$ cat src/rtl/pipe_ctrl_pkg.sv
// Shared definitions for the pipeline hazard/stall controller.
// FSM state encoding and the hard-wired zero register index.
package pipe_ctrl_pkg;

    typedef enum logic [1:0] {
        ST_RUN      = 2'd0,
        ST_MEM_WAIT = 2'd1,
        ST_HALT     = 2'd2,
        ST_ILLEGAL  = 2'd3
    } state_e;

    localparam logic [4:0] REG_ZERO = 5'd0;

endpackage

$ cat src/rtl/pipe_ctrl_hazard_detect.sv
// Read-after-write detection between the ID sources and the EX/MEM destinations.
// No forwarding exists; WB is safe because the register file writes before it reads.
module hazard_detect
    import pipe_ctrl_pkg::*;
(
    input  logic [4:0] id_rs,
    input  logic [4:0] id_rt,
    input  logic       id_use_rs,
    input  logic       id_use_rt,
    input  logic [4:0] ex_regw_addr,
    input  logic [4:0] mem_regw_addr,
    input  logic       ex_wb_wen,
    input  logic       mem_wb_wen,
    output logic       raw_hazard
);

    logic rs_hit;
    logic rt_hit;

    always_comb begin
        rs_hit = id_use_rs && (id_rs != REG_ZERO) &&
                 ((ex_wb_wen  && (id_rs == ex_regw_addr)) ||
                  (mem_wb_wen && (id_rs == mem_regw_addr)));
        rt_hit = id_use_rt && (id_rt != REG_ZERO) &&
                 ((ex_wb_wen  && (id_rt == ex_regw_addr)) ||
                  (mem_wb_wen && (id_rt == mem_regw_addr)));
        raw_hazard = rs_hit || rt_hit;
    end

endmodule

$ cat src/rtl/pipe_ctrl.sv
// Pipeline advance/flush/stall controller with memory-wait and debug-halt FSM.
//   state    | meaning
//   RUN      | normal issue; branch flush or RAW stall decided each cycle
//   MEM_WAIT | data memory outstanding; whole pipe frozen until mem_ack
//   HALT     | debug freeze; dbg_step releases exactly one cycle
module pipe_ctrl
    import pipe_ctrl_pkg::*;
(
    input  logic        clk,
    input  logic        rst,
    input  logic [4:0]  id_rs,
    input  logic [4:0]  id_rt,
    input  logic        id_use_rs,
    input  logic        id_use_rt,
    input  logic [4:0]  ex_regw_addr,
    input  logic [4:0]  mem_regw_addr,
    input  logic        ex_wb_wen,
    input  logic        mem_wb_wen,
    input  logic        ex_branch_taken,
    input  logic        mem_req,
    input  logic        mem_ack,
    input  logic        dbg_halt,
    input  logic        dbg_step,
    output logic        pc_en,
    output logic        ifid_en,
    output logic        idex_en,
    output logic        exmem_en,
    output logic        memwb_en,
    output logic        ifid_flush,
    output logic        idex_bubble,
    output logic [31:0] stall_cnt,
    output logic [31:0] flush_cnt,
    output logic [1:0]  state_o
);

    state_e      state_q, state_d;
    logic [31:0] stall_cnt_q, stall_cnt_d;
    logic [31:0] flush_cnt_q, flush_cnt_d;
    logic        raw_hazard;
    logic        run_rules;
    logic        stall_inc;
    logic        flush_inc;

    hazard_detect u_hazard (
        .id_rs         (id_rs),
        .id_rt         (id_rt),
        .id_use_rs     (id_use_rs),
        .id_use_rt     (id_use_rt),
        .ex_regw_addr  (ex_regw_addr),
        .mem_regw_addr (mem_regw_addr),
        .ex_wb_wen     (ex_wb_wen),
        .mem_wb_wen    (mem_wb_wen),
        .raw_hazard    (raw_hazard)
    );

    always_comb begin
        state_d     = state_q;
        run_rules   = 1'b0;
        stall_inc   = 1'b0;
        flush_inc   = 1'b0;
        pc_en       = 1'b0;
        ifid_en     = 1'b0;
        idex_en     = 1'b0;
        exmem_en    = 1'b0;
        memwb_en    = 1'b0;
        ifid_flush  = 1'b0;
        idex_bubble = 1'b0;

        case (state_q)
            ST_RUN: begin
                if (mem_req && !mem_ack) begin
                    state_d   = ST_MEM_WAIT;
                    stall_inc = 1'b1;
                end else begin
                    run_rules = 1'b1;
                    if (dbg_halt) state_d = ST_HALT;
                end
            end
            ST_MEM_WAIT: begin
                if (mem_ack) begin
                    run_rules = 1'b1;
                    state_d   = ST_RUN;
                end else begin
                    stall_inc = 1'b1;
                end
            end
            ST_HALT: begin
                run_rules = dbg_step;
                if (!dbg_halt) state_d = ST_RUN;
            end
            default: state_d = ST_RUN;
        endcase

        if (run_rules) begin
            if (ex_branch_taken) begin
                {pc_en, ifid_en, idex_en, exmem_en, memwb_en} = 5'b11111;
                ifid_flush  = 1'b1;
                idex_bubble = 1'b1;
                flush_inc   = 1'b1;
            end else if (raw_hazard) begin
                exmem_en    = 1'b1;
                memwb_en    = 1'b1;
                idex_bubble = 1'b1;
                // Halt is observational: a stepped stall is not counted.
                stall_inc   = (state_q != ST_HALT);
            end else begin
                {pc_en, ifid_en, idex_en, exmem_en, memwb_en} = 5'b11111;
            end
        end

        stall_cnt_d = stall_cnt_q + {31'd0, stall_inc};
        flush_cnt_d = flush_cnt_q + {31'd0, flush_inc};

        // Outputs are combinational, so reset must mask them directly.
        if (!rst) begin
            pc_en       = 1'b0;
            ifid_en     = 1'b0;
            idex_en     = 1'b0;
            exmem_en    = 1'b0;
            memwb_en    = 1'b0;
            ifid_flush  = 1'b0;
            idex_bubble = 1'b0;
        end
    end

    always_ff @(posedge clk or negedge rst) begin
        if (!rst) begin
            state_q     <= ST_RUN;
            stall_cnt_q <= 32'd0;
            flush_cnt_q <= 32'd0;
        end else begin
            state_q     <= state_d;
            stall_cnt_q <= stall_cnt_d;
            flush_cnt_q <= flush_cnt_d;
        end
    end

    assign stall_cnt = stall_cnt_q;
    assign flush_cnt = flush_cnt_q;
    assign state_o   = state_q;

endmodule

$ cat config.mk
export PLATFORM = sky130hd
export DESIGN_NAME = pipe_ctrl
export DESIGN_NICKNAME = d
export VERILOG_FILES = /design/src/rtl/pipe_ctrl_pkg.sv /design/src/rtl/pipe_ctrl_hazard_detect.sv /design/src/rtl/pipe_ctrl.sv
export SDC_FILE = /design/constraint.sdc
export NUM_CORES = 1
export LEC_CHECK = 0
export ABC_AREA = 1
export CORE_ASPECT_RATIO = 1.4
export CORE_UTILIZATION = 54
export CTS_CLUSTER_DIAMETER = 120
export DETAILED_ROUTE_END_ITERATION = 6
export GPL_TIMING_DRIVEN = 0
export PLACE_DENSITY = 0.87
export SYNTH_ARGS = -nofsm -noshare
export SYNTH_HDL_FRONTEND = slang
export SYNTH_HIERARCHICAL = 1
export SYNTH_SLANG_ARGS = --single-unit
$ cat constraint.sdc
create_clock -name clk -period 4.5 [get_ports clk]
set_input_delay 0.9 -clock clk [delete_from_list [all_inputs] [get_ports clk]]
set_output_delay 0.9 -clock clk [all_outputs]
set_load 0.005 [all_outputs]
# [Yosys cells after proc, flatten, opt, wreduce, memory -nomap -nowiden]
# Index checks and enable logic that the tools add are counted.
[classes] bitwise=0 mul=0 shifts=0 n_mux=27 reduce_logical=17 n_lt_le_gt_ge=0 eq_ne=10 div_mod_pow=0 n_addsub=2
[op_table] cell="$add 32x1->32" count=2
[op_table] cell="$eq 5x5->1" count=4
[op_table] cell="$mux 1" count=20
[op_table] cell="$reduce_bool 5->1" count=2
[op_table] cell="$logic_and 1x1->1" count=9
[op_table] cell="$mux 2" count=4
[op_table] cell="$ne 2x2->1 const B" count=3
[op_table] cell="$pmux 2 s3" count=1
[op_table] cell="$logic_or 1x1->1" count=3
[op_table] cell="$ne 3x3->1 const B" count=1
[op_table] cell="$pmux 1 s3" count=1
[op_table] cell="$reduce_and 3->1" count=1
[op_table] cell="$eq 2x1->1 const B" count=1
[op_table] cell="$eq 2x2->1 const B" count=1
[op_table] cell="$logic_not 2->1" count=1
[op_table] cell="$pmux 1 s2" count=1
[op_table] cell="$logic_not 1->1" count=1
[totals] regBits=66 mem_count=0 output_inout_bits=73 latchBits=0 in_bits=31 ram_bits=0 elab_cells=59 romBits=0

# [Depth between registers and ports, before layout]
[depth] word_depth=9 depth_mapped=23 mapped_depth_nobuf=23

# [By module]
# The synthesis kept the hierarchy.
[modules_own_cells] module="pipe_ctrl" cells_each=514 seq_area_each_um2=1651.6 area_per_inst_um2=3683.5 n_inst=1
[modules_own_cells] module="hazard_detect" cells_each=106 seq_area_each_um2=0.0 area_per_inst_um2=410.4 n_inst=1

# [Worst setup path before layout]
# No wires, ideal clock.
[synth_timing] kind="input to register" from="input id_rs[1]" to="register stall_cnt_q[26] (netlist: stall_cnt[26])" path_buffers=0 required_time_ns=4.383 path_slack_ns=1.733 stages=23 setup_ns=0.117 arrival_ns=2.650 cell_sequence="inv_1 nand2_1 nand2_1 nor2_1 nand3_1 nand2_1 nand2_1 nand2_1 inv_1 nor2_1 nand2_1 nand2_1 nand2_1 inv_1 ha_1 ha_1 nand2_1 nor2_4 nand2_2 nor2_2 nand2_1 nand2_1 nand2_1"
[synth_via] elab_chain_cells=9 word_cells_on_any_way=13 cone_classes="add/sub (1); eq/ne (2); mux (3); reduce/logical (7)"
[synth_rtl] element="start: declaration" line_no="pipe_ctrl.sv:11" rtl="input logic [4:0] id_rs,"
[synth_rtl] element="$eq 5x5->1 (on tied branches)" line_no="pipe_ctrl_hazard_detect.sv:22, pipe_ctrl_hazard_detect.sv:23"
[synth_rtl] element="$logic_and 1x1->1 (on tied branches)" line_no="pipe_ctrl_hazard_detect.sv:22, pipe_ctrl_hazard_detect.sv:23"
[synth_rtl] element="$logic_or 1x1->1" line_no="pipe_ctrl_hazard_detect.sv:22" rtl="((ex_wb_wen && (id_rs == ex_regw_addr)) ||"
[synth_rtl] element="$logic_and 1x1->1 *" line_no="pipe_ctrl_hazard_detect.sv:21" rtl="rs_hit = id_use_rs && (id_rs != REG_ZERO) &&"
[synth_rtl] element="$logic_or 1x1->1 *" line_no="pipe_ctrl_hazard_detect.sv:27" rtl="raw_hazard = rs_hit || rt_hit;"
[synth_rtl] element="via raw_hazard" line_no="pipe_ctrl.sv:39" rtl="logic raw_hazard;"
[synth_rtl] element="$mux 1 *" line_no="pipe_ctrl.sv:100" rtl="end else if (raw_hazard) begin"
[synth_rtl] element="$mux 1 *" line_no="pipe_ctrl.sv:95" rtl="if (ex_branch_taken) begin"
[synth_rtl] element="$mux 1 *" line_no="pipe_ctrl.sv:94" rtl="if (run_rules) begin"
[synth_rtl] element="$add 32x1->32 *" line_no="pipe_ctrl.sv:111" rtl="stall_cnt_d = stall_cnt_q + {31'd0, stall_inc};"
[synth_rtl] element="via stall_cnt_d[26]" line_no="pipe_ctrl.sv:37" rtl="logic [31:0] stall_cnt_q, stall_cnt_d;"
[synth_rtl] element="end signal: assignment" line_no="pipe_ctrl.sv:133" rtl="stall_cnt_q <= stall_cnt_d;"
[synth_rtl] element="end: declaration" line_no="pipe_ctrl.sv:37"
# The timed path passes the listed nets; every way through them passes the cells marked *.
# A chain may end at the register's enable or synchronous reset.

# [Worst setup path in the final report]
[layout_timing] from="input id_rt[1]" to="output pc_en"
[layout_via] elab_chain_cells=9 word_cells_on_any_way=13 cone_classes="eq/ne (2); mux (4); reduce/logical (7)"
[layout_rtl] element="start: declaration" line_no="pipe_ctrl.sv:12" rtl="input logic [4:0] id_rt,"
[layout_rtl] element="$eq 5x5->1 (on tied branches)" line_no="pipe_ctrl_hazard_detect.sv:25, pipe_ctrl_hazard_detect.sv:26"
[layout_rtl] element="$logic_and 1x1->1 (on tied branches)" line_no="pipe_ctrl_hazard_detect.sv:25, pipe_ctrl_hazard_detect.sv:26"
[layout_rtl] element="$logic_or 1x1->1" line_no="pipe_ctrl_hazard_detect.sv:25" rtl="((ex_wb_wen && (id_rt == ex_regw_addr)) ||"
[layout_rtl] element="$logic_and 1x1->1 *" line_no="pipe_ctrl_hazard_detect.sv:24" rtl="rt_hit = id_use_rt && (id_rt != REG_ZERO) &&"
[layout_rtl] element="$logic_or 1x1->1 *" line_no="pipe_ctrl_hazard_detect.sv:27"
[layout_rtl] element="via raw_hazard" line_no="pipe_ctrl.sv:39"
[layout_rtl] element="$mux 1 *" line_no="pipe_ctrl.sv:100"
[layout_rtl] element="$mux 1 *" line_no="pipe_ctrl.sv:95"
[layout_rtl] element="$mux 1 *" line_no="pipe_ctrl.sv:94"
[layout_rtl] element="$mux 1 *" line_no="pipe_ctrl.sv:115" rtl="if (!rst) begin"
[layout_rtl] element="end: declaration" line_no="pipe_ctrl.sv:24" rtl="output logic pc_en,"
# Marked as above.

==> impl_results.md <==
- Core footprint: 7361 µm²
- Post-CTS Resized: 0
- Outcome: finished, final reports clean
- CP max-delay cell: clkdlybuf4s50_1
- CP startpoint kind: primary input
- Net Sw Power: 452.2 µW
- Die area: 7939 µm²
- Flop pwr share: 0.449
- Cell Area, Synth: 4094 µm²
- Routed vias/inst: 5.191
- Post-Syn Nets: 656
- F_max: 263.5 MHz
- Overflow after GRT: 0
- CP delay by family, top: buffers and inverters
- Worst hold margin: 516.0 ps
- Num rows: 37
- Power per cell area: 292.1 nW/µm²
- Sw frac: 0.2830
- Dpl hpwl: 8615 µm
- Top Ports: 104
- Crit-path max FO: 5
- Register bit total from synthesis: 66
- Synth warn: 6
- Total of max-cap violations: 0
- DR top layer: met4
- First-pass GRT wire length: 18,690 µm
- Cell mode on critical path: nand2_1
- Most common cell after layout, fill and taps aside: nand2_1
- DRT Pass-1 Iters: 4
- WL met3: 570 µm
- M1 WL: 4133 µm
- Clock sinks: 66
- Routed Antenna Nets: 0
- Layout cells sized above 1: 0.05683
- Post-Layout Inst Area: 5472 µm²
- CTS Buf Count: 9
- Initial Utilization: 0.5562
- Worst path cell trace: clkdlybuf4s50_1, inv_1, nand2_1, nand2_1, nor2_1, nand3_1, nand2_1, nand2_1, nand2_1, inv_1, nor2_1, nor2_1, buf_4, clkdlybuf4s50_1
- WP data arrival: 2890 ps
- Fin. max-slew vios: 0
- Yosys cell types: 21
- Vias in the first global route: 4,353
- Endpoints failing setup: 0
- Final core utilization: 0.7433
- Lkg Pwr: 2.487 nW
- Peak VDD IR: 0.0002700 V
- Met2 Wirelength: 5827 µm
- Final GP Congestion: 0.9375
- Tot Pwr: 1.598 mW
- Diodes inserted: 0
- Worst-Margin Slew: 853.6 ps
- Clk_skew: 11.91 ps
- CTS Hold Bufs: 0
- Die Wd: 75.59 µm
- Combinational Power Share: 0.194
- Pin count of the biggest net entering global routing: 68
- Htree depth: 3
- Crit path buf inv count: 5
- Sequential-to-total area share from yosys stat: 0.4034
- Setup bufs post-CTS: 0
- Iteration-0 DRC Markers: 242
- CTS tree: yes
- Worst Setup End Kind: primary output
- Worst-Skew Late Latency: 360 ps
- Tcrit/Tclk final: 0.8433
- Internal power: 1.146 mW
- Post-layout nets: 770
- Worst Hold Class: reg2reg
- WS Path Type: in2out
- Slew headroom: 0.4310
- Clock-pin transition on the worst setup and hold timing paths: 80 ps
- Clock root cell: clkbuf_8
- Area Overhead vs Synth: 33.65%
- Wire length per cell: 13.35 µm
- Antenna violations before repair: 0
- Post-Route WL: 11,160 µm
- CTS max path bufs: 2
- Final hold viol count: 0
- Clk network pwr share: 0.357
- PortBufs: 103
- Placed Area: 5244 µm²
- CP Data Required Time: 3600 ps
- Commonest non-fill, non-tap cells in the layout: 256 x nand2_1, 116 x nor2_1, 102 x clkdlybuf4s50_1
- Final worst path period need: 3795 ps
- # DRC: 0
- Synth Instances: 620
- Fillers: 573
- Overall Global Routing Usage: 0.3117
- Routed via count: 4,340
- Unrepaired setup endpoints after global routing: no
- Post-Syn Area per Cell: 6.603 µm²
- Crit-path max cell delay: 560 ps
- Die Y: 105.0 µm
## layer usage
metal	vias up	track usage
met1	2005	0.3240
met2	180	0.5427
met3	54	0.07715
met4	0	0.1839
li1	2101	-
met5	-	0
## worst paths after layout
check                      depth (start not counted)     startpoint            end  slack (ps)
hold reg to reg                                    2  flush_cnt[31]  flush_cnt[31]         520
hold / removal                                     2  flush_cnt[31]  flush_cnt[31]         520
setup / recovery                                  14       id_rt[1]          pc_en         710
min in group asynchronous                          1            rst  flush_cnt[21]         640
max in group asynchronous                          1            rst   stall_cnt[8]        3290
setup reg to reg                                  12     state_o[1]  flush_cnt[18]        2190
## Yosys cell counts, drive strengths merged
cell type,instances,share of area
nand2,261,0.24
nor2,130,0.13
inv,73,0.067
dfrtp,66,0.40
nand3,38,0.048
xor2,19,0.041
xnor2,11,0.024
ha,5,0.015
nor3,4,0.0049
buf,3,0.0055
nand3b,3,0.0055
o21ai,3,0.0037
a21oi,1,0.0012
a311oi,1,0.0021
nand4,1,0.0015
o211ai,1,0.0018
## power by group through the flow
stage                     logic, mW  registers (mW)  clock network (mW)
after floorplan               0.122           0.718                   0
after global placement        0.301           0.724                   0
after detailed placement      0.310           0.727                   0
after CTS                     0.313           0.718               0.573
after global routing          0.342           0.725               0.603
final                         0.309           0.718               0.571
## area by class of cell
type	instances	area, µm²	share of cell area
sequential	66	1652	0.3019
clock buffer	10	137.6	0.02515
tap	97	121.4	0.02218
clock inverter	6	90.09	0.01646
inverter	73	274.0	0.05008
multi-input combinational	478	2146	0.3922
buffer	3	22.52	0.004116
timing repair buffer	103	1028	0.1880
## metrics by stage
step	setup WS [ps]	TNS [ps]	instances
2_1_floorplan	1733	0	620
3_3_place_gp	-1275	-8092	820
3_5_place_dp	727.3	0	820
4_1_cts	720.8	0	836
5_1_grt	530.6	0	836
6_report	705.2	0	836
## cell families (layout without fill, tap and decap cells)
group / after synthesis / count (layout) / share of synthesized area
adder cells (fa/ha/maj): 5 / 5 / 0.01528
buffers and inverters: 76 / 195 / 0.07243
AO/OA/AOI/OAI: 6 / 6 / 0.008862
XOR/XNOR: 30 / 30 / 0.06418
AND/OR/NAND/NOR: 437 / 437 / 0.4358
flip-flops: 66 / 66 / 0.4034
## tightest hold or removal path, stage by stage (launching register included)
cell and delay (ps):
dfrtp_1 370, nand2_1 60, nand2_1 50
## flip-flops by register name, summed over array words and instances, names as in the netlist
| name | count |
|---|---|
| flush_cnt | 32 |
| stall_cnt | 32 |
| state_o | 2 |
(Power assumes the default switching activity.)
